File: src/rtl/cla_clk.sv
`default_nettype none
// ============================================================================
// Module   : cla_clk
// Purpose  : Two-stage registered 32-bit adder {co_cla, s_cla} = a + b + ci,
//            built from eight 4-bit carry-lookahead groups rippling group carries.
// Revision : 1.0 - initial release
// ============================================================================
module cla_clk (
    input  logic        clock,
    input  logic        reset_n,
    input  logic [31:0] a,
    input  logic [31:0] b,
    input  logic        ci,
    output logic [31:0] s_cla,
    output logic        co_cla
);

    logic [31:0] a_q, a_d;
    logic [31:0] b_q, b_d;
    logic        ci_q, ci_d;
    logic [31:0] s_q, s_d;
    logic        co_q, co_d;

    logic [8:0]  w_c;
    logic [31:0] w_sum;

    assign w_c[0] = ci_q;

    // Each group resolves its four internal carries in two levels (AND-OR);
    // only the group carry-out travels to the next group.
    generate
        for (genvar k = 0; k < 8; k++) begin : g_blk
            logic [3:0] w_a, w_b, w_g, w_p, w_cb;

            assign w_a = a_q[4*k +: 4];
            assign w_b = b_q[4*k +: 4];
            assign w_g = w_a & w_b;
            assign w_p = w_a | w_b;

            assign w_cb[0] = w_c[k];
            assign w_cb[1] = w_g[0] | (w_p[0] & w_c[k]);
            assign w_cb[2] = w_g[1] | (w_p[1] & w_g[0]) | (w_p[1] & w_p[0] & w_c[k]);
            assign w_cb[3] = w_g[2] | (w_p[2] & w_g[1]) | (w_p[2] & w_p[1] & w_g[0])
                           | (w_p[2] & w_p[1] & w_p[0] & w_c[k]);
            assign w_c[k+1] = w_g[3] | (w_p[3] & w_g[2]) | (w_p[3] & w_p[2] & w_g[1])
                            | (w_p[3] & w_p[2] & w_p[1] & w_g[0])
                            | (w_p[3] & w_p[2] & w_p[1] & w_p[0] & w_c[k]);

            assign w_sum[4*k +: 4] = w_a ^ w_b ^ w_cb;
        end
    endgenerate

    always_comb begin
        a_d  = a;
        b_d  = b;
        ci_d = ci;
        s_d  = w_sum;
        co_d = w_c[8];
    end

    always_ff @(posedge clock or negedge reset_n) begin
        if (!reset_n) begin
            a_q  <= 32'h0;
            b_q  <= 32'h0;
            ci_q <= 1'b0;
            s_q  <= 32'h0;
            co_q <= 1'b0;
        end else begin
            a_q  <= a_d;
            b_q  <= b_d;
            ci_q <= ci_d;
            s_q  <= s_d;
            co_q <= co_d;
        end
    end

    assign s_cla  = s_q;
    assign co_cla = co_q;

endmodule
`default_nettype wire

File: config.mk
export PLATFORM = sky130hd
export DESIGN_NAME = cla_clk
export DESIGN_NICKNAME = d
export VERILOG_FILES = /design/src/rtl/cla_clk.sv
export SDC_FILE = /design/constraint.sdc
export NUM_CORES = 1
export LEC_CHECK = 0
export BUFFER_PORTS_ARGS = -buffer_cell sky130_fd_sc_hd__buf_2
export CAP_MARGIN = 5
export CORE_ASPECT_RATIO = 1.5
export CORE_MARGIN = 5
export CORE_UTILIZATION = 45
export DETAILED_ROUTE_END_ITERATION = 16
export GPL_TIMING_DRIVEN = 0
export MAX_ROUTING_LAYER = met4
export PLACE_DENSITY = 0.66
export SYNTH_ARGS = -nofsm -noshare
export SYNTH_HDL_FRONTEND = slang
export SYNTH_SLANG_ARGS = --single-unit
File: constraint.sdc
create_clock -name clock -period 5.7 [get_ports clock]
set_clock_uncertainty 0.05 [all_clocks]
set_input_delay 1.71 -clock clock [delete_from_list [all_inputs] [get_ports clock]]
set_output_delay 1.71 -clock clock [all_outputs]
set_load 0.005 [all_outputs]
# After elaboration in Yosys (flattened, before gate mapping)
# Cells that the tools add are included.
[classes]
mul = 0
addsub = 0
bitwise_logic = 240
eq_ne = 0
shift = 0
mux = 0
reduce_logical = 0
div = 0
order_cmp = 0
[ops]
columns = ["cell", "n"]
rows = [
  ["$and A1 B1 Y1", 128],
  ["$or A1 B1 Y1", 80],
  ["$xor A4 B4 Y4", 16],
  ["$and A4 B4 Y4", 8],
  ["$or A4 B4 Y4", 8],
]
[word_totals]
latch_bits = 0
word_cells = 245
romBits = 0
memories = 0
register_bits = 98
mem_bits_rw = 0

# Longest topological paths before layout
# Gate-level depths: netlist of the first run.
[logic_depth]
depth_word = 21
depth_mapped = 11

# Worst setup path before layout of the first run
# OpenSTA, ideal clock, no wires.
[synth_path]
kind = "register to register"
start = "reg a_q[0]"
end = "reg s_q[21] (netlist: s_cla[21])"
path_slack_ns = 3.190
setup_ns = 0.122
required_time_ns = 5.528
arrival_time_ns = 2.338
path_stages_with_launch = 12
path_buffers = 0
cell_sequence = "dfrtp_1 inv_1 ha_1 nor2b_4 o311a_4 o21bai_4 a21oi_2 a21o_2 nand2b_4 a211o_1 fa_1 xor2_1"
[synth_via]
elab_chain_len = 15
word_cells_on_any_way = 18
cone_classes = "bitwise (18)"
[synth_rtl]
columns = ["item", "line", "source"]
rows = [
  ["start, declared", "18", "logic [31:0] a_q, a_d;"],
  ["start signal, assigned", "63", "a_q <= 32'h0;"],
  ["start signal, assigned", "69", "a_q <= a_d;"],
  ["$and A4 B4 Y4 / $or A4 B4 Y4 (equally long branches)", "37, 38", ""],
  ["$and A1 B1 Y1 (on tied branches)", "46, 47", ""],
  ["$or A1 B1 Y1 / $and A1 B1 Y1 (equally long branches)", "46, 47", ""],
  ["$or A1 B1 Y1 (*)", "47", "| (w_p[3] & w_p[2] & w_p[1] & w_p[0] & w_c[k]);"],
  ["$and A1 B1 Y1 (*)", "47", ""],
  ["$or A1 B1 Y1 (*)", "47", ""],
  ["$and A1 B1 Y1 (*)", "47", ""],
  ["$or A1 B1 Y1 (*)", "47", ""],
  ["$and A1 B1 Y1 (*)", "47", ""],
  ["$or A1 B1 Y1 (*)", "47", ""],
  ["$and A1 B1 Y1 (*)", "47", ""],
  ["$or A1 B1 Y1 (*)", "47", ""],
  ["$and A1 B1 Y1 (*)", "41", "assign w_cb[1] = w_g[0] | (w_p[0] & w_c[k]);"],
  ["$or A1 B1 Y1 (*)", "41", ""],
  ["$xor A4 B4 Y4 (*)", "49", "assign w_sum[4*k +: 4] = w_a ^ w_b ^ w_cb;"],
  ["named net s_d[21]", "21", "logic [31:0] s_q, s_d;"],
  ["end signal, assigned", "66", "s_q <= 32'h0;"],
  ["end signal, assigned", "72", "s_q <= s_d;"],
  ["end, declared", "21", ""],
]
# Mark *: on every way through the listed nets, which the timed path passes. The rest lies on a longest branch.

# Worst setup path in the final report of the first run
[layout_path]
start = "reg a_q[14]"
end = "reg s_q[28] (netlist: s_cla[28])"
[layout_via]
elab_chain_len = 13
word_cells_on_any_way = 20
cone_classes = "bitwise (20)"
[layout_rtl]
columns = ["item", "line", "source"]
rows = [
  ["$and A4 B4 Y4 / $or A4 B4 Y4 (equally long branches)", "37, 38", ""],
  ["$and A1 B1 Y1 (on tied branches)", "45, 46, 47", ""],
  ["$or A1 B1 Y1, or another cell as far along (2 in series)", "45", "assign w_c[k+1] = w_g[3] | (w_p[3] & w_g[2]) | (w_p[3] & w_p[2] & w_g[1])"],
  ["$or A1 B1 Y1 / $and A1 B1 Y1 (equally long branches)", "46, 47", ""],
  ["$or A1 B1 Y1 (*)", "47", ""],
  ["$and A1 B1 Y1 (*)", "47", ""],
  ["$or A1 B1 Y1 (*)", "47", ""],
  ["$and A1 B1 Y1 (*)", "47", ""],
  ["$or A1 B1 Y1 (*)", "47", ""],
  ["$and A1 B1 Y1 (*)", "47", ""],
  ["$or A1 B1 Y1 (*)", "47", ""],
  ["$xor A4 B4 Y4 (*)", "49", ""],
  ["named net s_d[28]", "21", ""],
]
# Marked as above.

==> results of run 1 <==
==> worst register-to-register path, delay by kind of cell (launching register included) <==
kind / cells / cell delay, ns
compound gates: 4 / 0.81
fa+ha+maj: 2 / 0.70
simple gates: 2 / 0.66
flops: 1 / 0.35
buf+inv: 1 / 0.05
==> layout make-up <==
class / count / area [um^2]
clock buffers: 12 / 246
clock inverters: 3 / 40.0
fillers: 841 / 4290
inverters: 84 / 315
multi-input cells: 175 / 1730
flip-flops and latches: 98 / 2450
well taps: 115 / 144
repair buffers: 100 / 526
==> worst min path at each step <==
stage	end	slack [ns]	cells past startpoint
after floorplan	s_cla[12]	0.51	1
after global placement	s_cla[12]	0.52	1
after detailed placement	s_cla[20]	0.54	1
after CTS	s_cla[20]	0.55	1
after global routing	s_cla[20]	0.58	1
final	s_cla[20]	0.54	1
==> per-stage QoR <==
stage / instance area (um^2) / setup slack [ns] / utilization / power (uW) / std cells
floorplan: 4500 / 3.19 / - / 946 / 357
CTS: 5450 / 2.90 / 0.559 / 1660 / 587
detailed placement: 5160 / 2.92 / 0.530 / 1070 / 572
global placement: 5130 / 1.96 / 0.527 / 1060 / 571
global route: 5450 / 2.84 / 0.559 / 1730 / 587
finish: 5450 / 2.95 / 0.559 / 1640 / 587
==> routing by layer <==
metal	vias up	wire length (um)
met5	-	0
li1	1317	-
met4	0	167
met2	66	4050
met3	13	370
met1	1276	2840
==> synth_stat cells <==
library cell / n
nor3b_2: 1
and2_1: 1
nor2b_1: 2
a21o_1: 1
a21oi_1: 17
o31ai_1: 4
a21o_2: 1
o21bai_1: 11
dfrtp_1: 98
o311a_4: 1
a21oi_4: 1
or4_1: 2
a211o_1: 2
o31ai_4: 1
nand2b_4: 1
ha_1: 64
nor2_1: 14
inv_1: 84
o21bai_4: 1
a22o_1: 1
xor2_1: 13
nand2_1: 3
nor4_1: 2
xnor2_1: 11
or2_2: 2
nor2b_4: 1
fa_1: 8
nand2b_1: 1
a21oi_2: 2
o21ai_0: 4
o311ai_4: 1
or3_1: 1
==> sequential cells by signal (all words and copies together) (netlist names) <==
name / cells
b_q: 32
a_q: 32
ci_q: 1
s_cla: 32
co_cla: 1
==> power by group <==
part | total [uW] | leakage (uW) | switching, uW | internal [uW]
Combinational | 253 | 0.00165 | 128 | 125
Sequential | 798 | 0.00114 | 28.0 | 770
Clock | 584 | 0.000142 | 236 | 348
Total | 1640 | 0.00293 | 392 | 1240
==> cell families after synthesis <==
group	count (synthesis)	synth area share
AND/OR/NAND/NOR	31	0.0390
AO/OA/AOI/OAI	48	0.0849
adder cells (fa/ha/maj)	72	0.214
buffers and inverters	84	0.0701
XOR/XNOR	24	0.0468
flip-flops	98	0.546
==> summary.txt, run 1 <==
Floorplanning
  • Die height: about 130 um
  • # IOs: 100
  • Core Region: between 0.009 and 0.01 mm^2
  • Starting Density: 0.461
  • Num rows: 44
  • Die Wd: 91.6 um
  • Die area: about 0.012 mm^2

Global routing
  • Met1 usage: 0.140
  • Total Routing Usage GR: 0.137
  • Total global routing overflow: 0
  • GRT met3 Usage: 0.0307
  • Vias in the first global route: 2,987
  • Initial antenna violation count: 0
  • Global-route wire length before repair: about 13 mm
  • GRT busiest layer: met2
  • Met2 usage in global routing: 0.245
  • Largest net degree at the start of global routing: 55

Hold path
  • Hold Path Origin: b_q[20]
  • Worst min path class: flip-flop to flip-flop

Drt
  • Initial drt markers: 85
  • Pre-antenna DRT Iters: 4
  • Via Count: 2,672
  • Post-route DRC violation count: 0
  • Avg Vias per Cell: ~4.6
  • Post-DR wirelength/cell: between 10 and 15 um
  • Drt total wl: roughly 7.4 mm
  • Final ANT Viol Nets: 0

CTS
  • Cts hold-fix bufs: 0
  • Post-CTS sizing: 0
  • Root Buffer: clkbuf_16
  • CTS max path bufs: 2
  • Worst-path clk slew: 0.06 ns
  • Htree depth: 3
  • TritonCTS clock tree: done
  • Post-CTS setup buffers: 0
  • Num CTS Buffers: 9
  • Clk sinks: approximately 100
  • Worst-Skew Late Latency: 0.33 ns

Synth
  • Mean Syn Cell Area: approximately 13 um^2
  • Ys Warns: 0
  • Yosys top cell area share: 0.546
  • Leading area contributor after synthesis: dfrtp_1
  • Cells after Synth: 357
  • Synthesized Nets: around 500
  • Register bit total from synthesis: about 100
  • Synth cell types: 32
  • Top post-synthesis cells by area: dfrtp_1 55%, ha_1 18%, inv_1 7.0%
  • Synthesized area: between 0.004 and 0.005 mm^2
  • Sequential share of the synthesized area: 0.546

STA
  • Number of setup violations in the final report: 0
  • Worst-Margin Slew: a little under 0.6 ns
  • Hold WS: 0.543 ns
  • Final hold violation count: 0
  • Setup total negative slack: 0 ns
  • Final Critical Period: about 2.7 ns
  • Max Clk Rate: between 0.3 and 0.4 GHz
  • Max-slew violation count: 0
  • Slew margin rel.: 0.607
  • Tcrit/Tclk final: 0.482
  • RSZ-0062 raised after global routing: no

Layout
  • Nets: approximately 610
  • Most frequent cells in the layout: 98 x dfrtp_1, 98 x buf_2, 84 x inv_1
  • Area grow syn2layout: 21.3%
  • Antenna cell count: 0
  • Layout cells sized above 1: 0.267

Placed design
  • Buffers on Ports: a little under 100
  • Dpl hpwl: 5.96 mm
  • GP Congestion: ~0.77

Critical path
  • Setup crit end kind: flip-flop
  • WP buf/inv: 1
  • CP startpoint: a_q[14]
  • Largest stage delay, worst path: about 0.47 ns
  • CP Cell Sequence: inv_1 > ha_1 > nor4_1 > nor3b_2 > a22o_1 > a21o_2 > a21oi_4 > o311ai_4 > fa_1
  • Crit-path slowest cell: fa_1
  • Crit Path Category: flip-flop to flip-flop
  • R2R Path End: s_cla[28]
  • R2R cell count: 9
  • Worst Path Max Fanout: 5
  • Flop-to-flop setup slack: 2.95 ns
  • Worst EP required: 5.86 ns
  • Top delay family on crit path: compound AO/OA/AOI/OAI gates
  • Crit path launch type: flip-flop
  • Crit path arrival time: approximately 2.9 ns
  • CP endpoint: s_cla[28]
  • RR Startpoint: a_q[14]
  • Levels on crit path: 9

Run
  • Number of max-cap violations: 0

Power and ir drop
  • LEAKAGE: a little under 0.003 uW
  • Pwr Density: about 300 mW/mm^2
  • Peak VDD IR: 0.195 mV

Status
  • Status: complete, no violations
Power figures use the tool's default switching activity.
==> inputs of run 2 (changes only) <==
clock period = 2.58 ns   (was 5.7 ns; I/O delays follow)
==> run 2 against run 1 <==
  * Non-clock buffer count up 14
  * Register-to-register slack worse by 2.9 ns
  * Count of clock-buffer cells in the layout is the same
  * Core utilization is 2.2 points higher
  * Sequential cell count stayed put
  * Critical endpoint unchanged
==> summary.txt, run 2 (synthesis gave the netlist of run 1 again) <==
CTS
  • Root Buffer: clkbuf_16
  • Worst-path clk slew: 0.06 ns (about the same)
  • Clk sinks: 98 (unchanged)
  • Htree depth: 3 (unchanged)
  • TritonCTS clock tree: done
  • Num CTS Buffers: 9 (unchanged)
  • CTS max path bufs: 2 (unchanged)
  • Worst-Skew Late Latency: 0.33 ns (about the same)
  • Cts hold-fix bufs: 0 (unchanged)

Drt
  • Post-DR wirelength/cell: 12.9 um (+2.1%)
  • Final ANT Viol Nets: 0 (unchanged)
  • Metal-1 WL: 2.94 mm (+3.4%)
  • Initial drt markers: 81 (-4.7%)
  • Post-route DRC violation count: 0 (unchanged)
  • Detail Route met2 WL: 4.26 mm (+5.2%)
  • Avg Vias per Cell: 4.58 (+0.67%)
  • Uppermost layer routed: met4
  • Drt total wl: 7.77 mm (+4.5%)
  • WL met3: 351 um (-5.1%)
  • Pre-antenna DRT Iters: 3 (-1)
  • Via Count: 2,754 (+3.1%)

Placed design
  • Dpl hpwl: 5.96 mm (unchanged)
  • GP Congestion: 0.767 (unchanged)
  • Buffers on Ports: 99 (unchanged)
  • Place WS: -0.200 ns (-3.12 ns)

Floorplanning
  • Die area: 0.0121 mm^2 (unchanged)
  • Core Region: 0.00974 mm^2 (unchanged)
  • Die Wd: 91.6 um (unchanged)
  • Die height: 132 um (unchanged)
  • Num rows: 44 (unchanged)
  • # IOs: 100 (unchanged)
  • Starting Density: 0.461 (unchanged)

Global routing
  • Total global routing overflow: 0 (unchanged)
  • Vias in the first global route: 3,025 (+1.3%)
  • Largest net degree at the start of global routing: 55 (unchanged)
  • Total Routing Usage GR: 0.140 (+0.00246)
  • Initial antenna violation count: 0 (unchanged)
  • Global-route wire length before repair: 13.0 mm (+1.7%)

STA
  • Max-slew violation count: 0 (unchanged)
  • Number of setup violations in the final report: 0 (unchanged)
  • Hold WS: 0.392 ns (-0.151 ns)
  • RSZ-0062 raised after global routing: yes
  • Tcrit/Tclk final: 0.995 (+0.512)
  • Final Critical Period: 2.57 ns (-0.183 ns)
  • Final setup margin: 0.0139 ns (-2.94 ns)
  • Slew margin rel.: 0.604 (-0.00231)
  • Worst-Margin Slew: 0.594 ns (+0.00347 ns)
  • Final hold violation count: 0 (unchanged)
  • Max Clk Rate: 0.390 GHz (+7.1%)

Critical path
  • Worst EP required: 2.74 ns (-3.12 ns)
  • Crit Path Category: flip-flop to flip-flop
  • Crit path launch type: flip-flop
  • Crit path arrival time: 2.72 ns (-0.18 ns)
  • Worst Path Max Fanout: 4 (-1)
  • Setup crit end kind: flip-flop

Layout
  • Layout cells sized above 1: 0.342 (+0.0746)
  • Nets: 621 (+2.3%)
  • Fillcell total: 821 (-2.4%)
  • Antenna cell count: 0 (unchanged)
  • Most frequent cells in the layout: 98 x dfrtp_1, 98 x buf_2, 80 x inv_1
  • Area grow syn2layout: 26.0%

Run
  • Number of max-cap violations: 0 (unchanged)

Power and ir drop
  • Pwr Density: 646 mW/mm^2 (+120%)
  • LEAKAGE: 0.00298 uW (+1.8%)
  • Overall Power: 3660 uW (+120%)
  • Peak VDD IR: 0.433 mV (+120%)

Status
  • Status: complete, no violations

Hold path
  • Worst min path class: primary input to asynchronous set/reset pin
==> run 2: cell count changes in the layout (fill, tap and decap cells not counted), moves of 3 or more <==
cell   change
buf_4     +14
fa_1       -3
fa_2       +3
ha_1      -11
ha_2       +9
inv_1      -4
inv_2      +4
==> run 2: path summary, 6_finish.rpt <==
kind / start / endpoint / slack, ns / cells after the start
min reg2reg: b_q[8] / s_cla[8] / 0.55 / 1
min in group clock: b[15] / b_q[15] / 0.49 / 1
max reg2reg: a_q[9] / s_cla[28] / 0.01 / 9
max in group asynchronous: reset_n / s_cla[21] / 1.43 / 2
max: a_q[9] / s_cla[28] / 0.01 / 9
min: reset_n / s_cla[0] / 0.39 / 1
==> run 2: critical path, stage by stage (launching register included) <==
cell	delay [ns]
dfrtp_1	0.34
inv_1	0.05
ha_2	0.18
or3_4	0.40
nor3b_2	0.24
a22o_1	0.17
a21o_4	0.12
a21oi_4	0.08
o311ai_4	0.33
fa_2	0.47
==> run 2: per-stage QoR <==
step                TNS, ns  cells   util  area, um^2
CTS                 -0.0316    592  0.568        5530
finish                    0    601  0.581        5660
global route         -0.317    601  0.581        5660
global placement     -21.97    571  0.527        5130
detailed placement   -0.500    572  0.530        5160
floorplan                 0    357      -        4500
==> run 2: repair_timing <==
item	in CTS	in global routing
gates resized for setup	11	19
setup endpoints to repair	8	9
buffers inserted	5	9
pin swaps	7	10
==> run 2: report_power, final <==
part | leakage, uW | switching [uW] | internal (uW) | total (uW)
combinational | 0.00170 | 301 | 312 | 613
sequential | 0.00114 | 63.1 | 1700 | 1760
clock | 0.000142 | 515 | 769 | 1280
==> run 2: metal layers <==
metal  up-vias  global-route usage
met3        21              0.0307
met1      1320               0.142
li1       1343                   -
met2        70               0.251
met5         -                   -
met4         0              0.0680
==> run 2: layout make-up <==
cell class | count | area, um^2 | share of cell area
Multi-Input combinational cell | 175 | 1840 | 0.324
Tap cell | 115 | 144 | 0.0254
Clock buffer | 12 | 246 | 0.0435
Timing Repair Buffer | 114 | 631 | 0.111
Clock inverter | 3 | 40.0 | 0.00707
Sequential cell | 98 | 2450 | 0.433
Inverter | 84 | 315 | 0.0557
==> inputs of run 3 (changes only) <==
ABC_AREA = 1   (was not set)
==> run 3 against run 2 <==
  * Synthesized cell count up 5.6%
  * Largest power group unchanged
  * Largest cell class unchanged
  * Highest routed layer unchanged
  * Critical path depth up 10
  * Register-to-register slack better by 0.14 ns
  * Non-clock buffer count down 11
  * Maximum frequency up 5.7%
  * Wire length down 9.1%
  * Core utilization down 2.6 points
  * Total power up 2.4%
  * Sequential power about the same
  * Count of clock-buffer cells in the layout down 3
  * Clock power up 12%
==> summary.txt, run 3 <==
Run
  • Number of max-cap violations: 0 (unchanged)

Synth
  • EDFF count, synth: 0 (unchanged)
  • Top post-synthesis cells by area: dfrtp_1 54%, ha_1 18%, inv_1 7.1%
  • Register bit total from synthesis: 98 (unchanged)
  • Ys Warns: 0 (unchanged)
  • Leading area contributor after synthesis: dfrtp_1
  • Async set or reset register ratio after synthesis: 1.00 (unchanged)
  • Mean Syn Cell Area: 12.0 um^2 (-4.5%)
  • Sequential share of the synthesized area: 0.541 (-0.00452)
  • Synthesized area: 0.00453 mm^2 (+0.83%)
  • Cells after Synth: 377 (+5.6%)
  • Yosys top cell area share: 0.541 (-0.00452)
  • Commonest cells in the netlist: 98 x dfrtp_1, 86 x inv_1, 64 x ha_1
  • Synthesized Nets: 516 (+4.0%)
  • Synth Flop Type: dfrtp_1
  • Most common cell in the netlist: dfrtp_1
  • Synth cell types: 26 (-19%)

Critical path
  • Setup crit end kind: flip-flop
  • Flop-to-flop setup slack: 0.15 ns (+0.14 ns)
  • Crit Path Category: flip-flop to flip-flop
  • Worst Path Max Fanout: 4 (unchanged)
  • Crit path arrival time: 2.59 ns (-0.13 ns)
  • Crit path launch type: flip-flop
  • Worst EP required: 2.75 ns (about the same)

Drt
  • Final ANT Viol Nets: 0 (unchanged)
  • Pre-antenna DRT Iters: 5 (+2)
  • Avg Vias per Cell: 4.45 (-3.0%)
  • Drt total wl: 7.06 mm (-9.1%)
  • Post-route DRC violation count: 0 (unchanged)
  • Post-DR wirelength/cell: 11.5 um (-11%)
  • Via Count: 2,725 (-1.1%)
  • Initial drt markers: 30 (-63%)

Global routing
  • Met2 usage in global routing: 0.240 (-0.0111)
  • Total Routing Usage GR: 0.134 (-0.00631)
  • Largest net degree at the start of global routing: 61 (+11%)
  • Vias in the first global route: 3,024 (-0.033%)
  • GRT met3 Usage: 0.0239 (-0.00679)
  • Initial antenna violation count: 0 (unchanged)
  • GRT busiest layer: met2
  • Met1 usage: 0.137 (-0.00479)
  • Global-route wire length before repair: 12.5 mm (-3.6%)
  • Total global routing overflow: 0 (unchanged)

STA
  • Max Clk Rate: 0.412 GHz (+5.7%)
  • Worst-Margin Slew: 0.524 ns (-0.0695 ns)
  • Final hold violation count: 0 (unchanged)
  • Hold WS: 0.358 ns (-0.0347 ns)
  • Final Critical Period: 2.43 ns (-0.139 ns)
  • Max-slew violation count: 0 (unchanged)
  • Tcrit/Tclk final: 0.941 (-0.0541)
  • Slew margin rel.: 0.647 (+0.0431)
  • RSZ-0062 raised after global routing: no
  • Number of setup violations in the final report: 0 (unchanged)

Hold path
  • Worst min path class: primary input to asynchronous set/reset pin

Layout
  • Area grow syn2layout: 22.7%
  • Final Cell Area: 0.00556 mm^2 (-1.8%)
  • Layout cells sized above 1: 0.308 (-0.0331)
  • Antenna cell count: 0 (unchanged)
  • Most frequent cells in the layout: 98 x dfrtp_1, 98 x buf_2, 84 x inv_1
  • Fillcell total: 871 (+6.1%)
  • Nets: 630 (+1.4%)

CTS
  • Worst-path clk slew: 0.07 ns (about the same)
  • Clk sinks: 98 (unchanged)
  • Htree depth: 3 (unchanged)
  • CTS max path bufs: 2 (unchanged)
  • TritonCTS clock tree: done
  • Root Buffer: clkbuf_16
  • Num CTS Buffers: 9 (unchanged)
  • Worst-Skew Late Latency: 0.33 ns (about the same)

Placed design
  • GP Congestion: 0.766 (-0.10%)
  • Placed instance area: 0.00520 mm^2 (+0.78%)
  • Buffers on Ports: 99 (unchanged)
  • Dpl hpwl: 5.70 mm (-4.4%)

Floorplanning
  • Die area: 0.0122 mm^2 (+0.76%)
  • Die Wd: 92.0 um (+0.37%)
  • # IOs: 100 (unchanged)
  • Core Region: 0.0100 mm^2 (+2.9%)
  • Die height: 133 um (+0.39%)
  • Num rows: 45 (+2.3%)
  • Starting Density: 0.452 (-0.00904)

Power and ir drop
  • Pwr Density: 674 mW/mm^2 (+4.2%)
  • Peak VDD IR: 0.413 mV (-4.6%)
  • LEAKAGE: 0.00303 uW (+1.6%)

Status
  • Status: complete, no violations
==> run 3: where the power goes <==
group / internal, uW / switching, uW / leakage, uW / total (uW)
logic: 272 / 294 / 0.00173 / 566
registers: 1700 / 60.5 / 0.00114 / 1760
clock network: 858 / 568 / 0.000157 / 1430
total: 2830 / 923 / 0.00303 / 3750
==> run 3: path summary, 6_finish.rpt <==
kind,endpoint,startpoint,cells past startpoint
max,s_cla[29],a_q[2],19
min,b_q[23],reset_n,1
max reg2reg,s_cla[29],a_q[2],19
min reg2reg,s_cla[16],b_q[16],1
max in group asynchronous,s_cla[16],reset_n,2
min in group clock,b_q[31],b[31],1
==> run 3: logic make-up after synthesis <==
| logic type | Yosys count | share of synthesized area |
|---|---|---|
| xor gates and xnor gates | 22 | 0.0425 |
| buffers and inverters | 89 | 0.0737 |
| DFF | 98 | 0.541 |
| adders and majority gates | 72 | 0.212 |
| and+or+nand+nor | 71 | 0.0952 |
| AOI/OAI and AO/OA | 25 | 0.0356 |
==> run 3: layout make-up <==
cell class                 instances  area (um^2)  share of cell area
multi-input combinational        190         1760               0.316
timing repair buffer             103          548              0.0985
clock inverter                     7         98.8              0.0178
inverter                          89          334              0.0601
tap                              117          146              0.0263
sequential                        98         2450               0.441
clock buffer                       9          225              0.0405
==> run 3: metal layers <==
| layer | vias to the layer above | wire length (um) |
|---|---|---|
| met5 | - | 0 |
| met4 | 0 | 210 |
| met3 | 16 | 324 |
| met2 | 70 | 4000 |
| met1 | 1284 | 2530 |
| li1 | 1355 | - |
==> run 3: repair_timing <==
action	in CTS	in global routing
setup endpoints to repair	0	2
hold buffers	0	0
resized for setup	0	5
setup buffers	0	3
==> run 3: metrics by stage <==
stage,power [uW],utilization,setup slack [ns],cells,TNS (ns)
after floorplan,2090,-,0.306,377,0
after detailed placement,2360,0.519,0.0768,594,0
after global routing,3960,0.555,0.00304,613,0
after global placement,2330,0.516,-0.223,593,-21.06
after CTS,3810,0.552,0.0607,610,0
final,3750,0.555,0.153,613,0
==> run 3: critical path, stage by stage, from the launching register on <==
cell and delay (ns):
dfrtp_1 0.38, ha_1 0.20, inv_1 0.07, nor2_1 0.04
nor2_1 0.17, nand2_4 0.09, nand2_2 0.08, nand2_4 0.07
nand2_4 0.07, nand2_4 0.06, nand2_4 0.07, nand2_4 0.06
nand2_4 0.07, nand2_4 0.05, nand2_4 0.06, nand2_4 0.06
nand2_4 0.07, nand2_4 0.06, fa_1 0.37, xor2_1 0.16
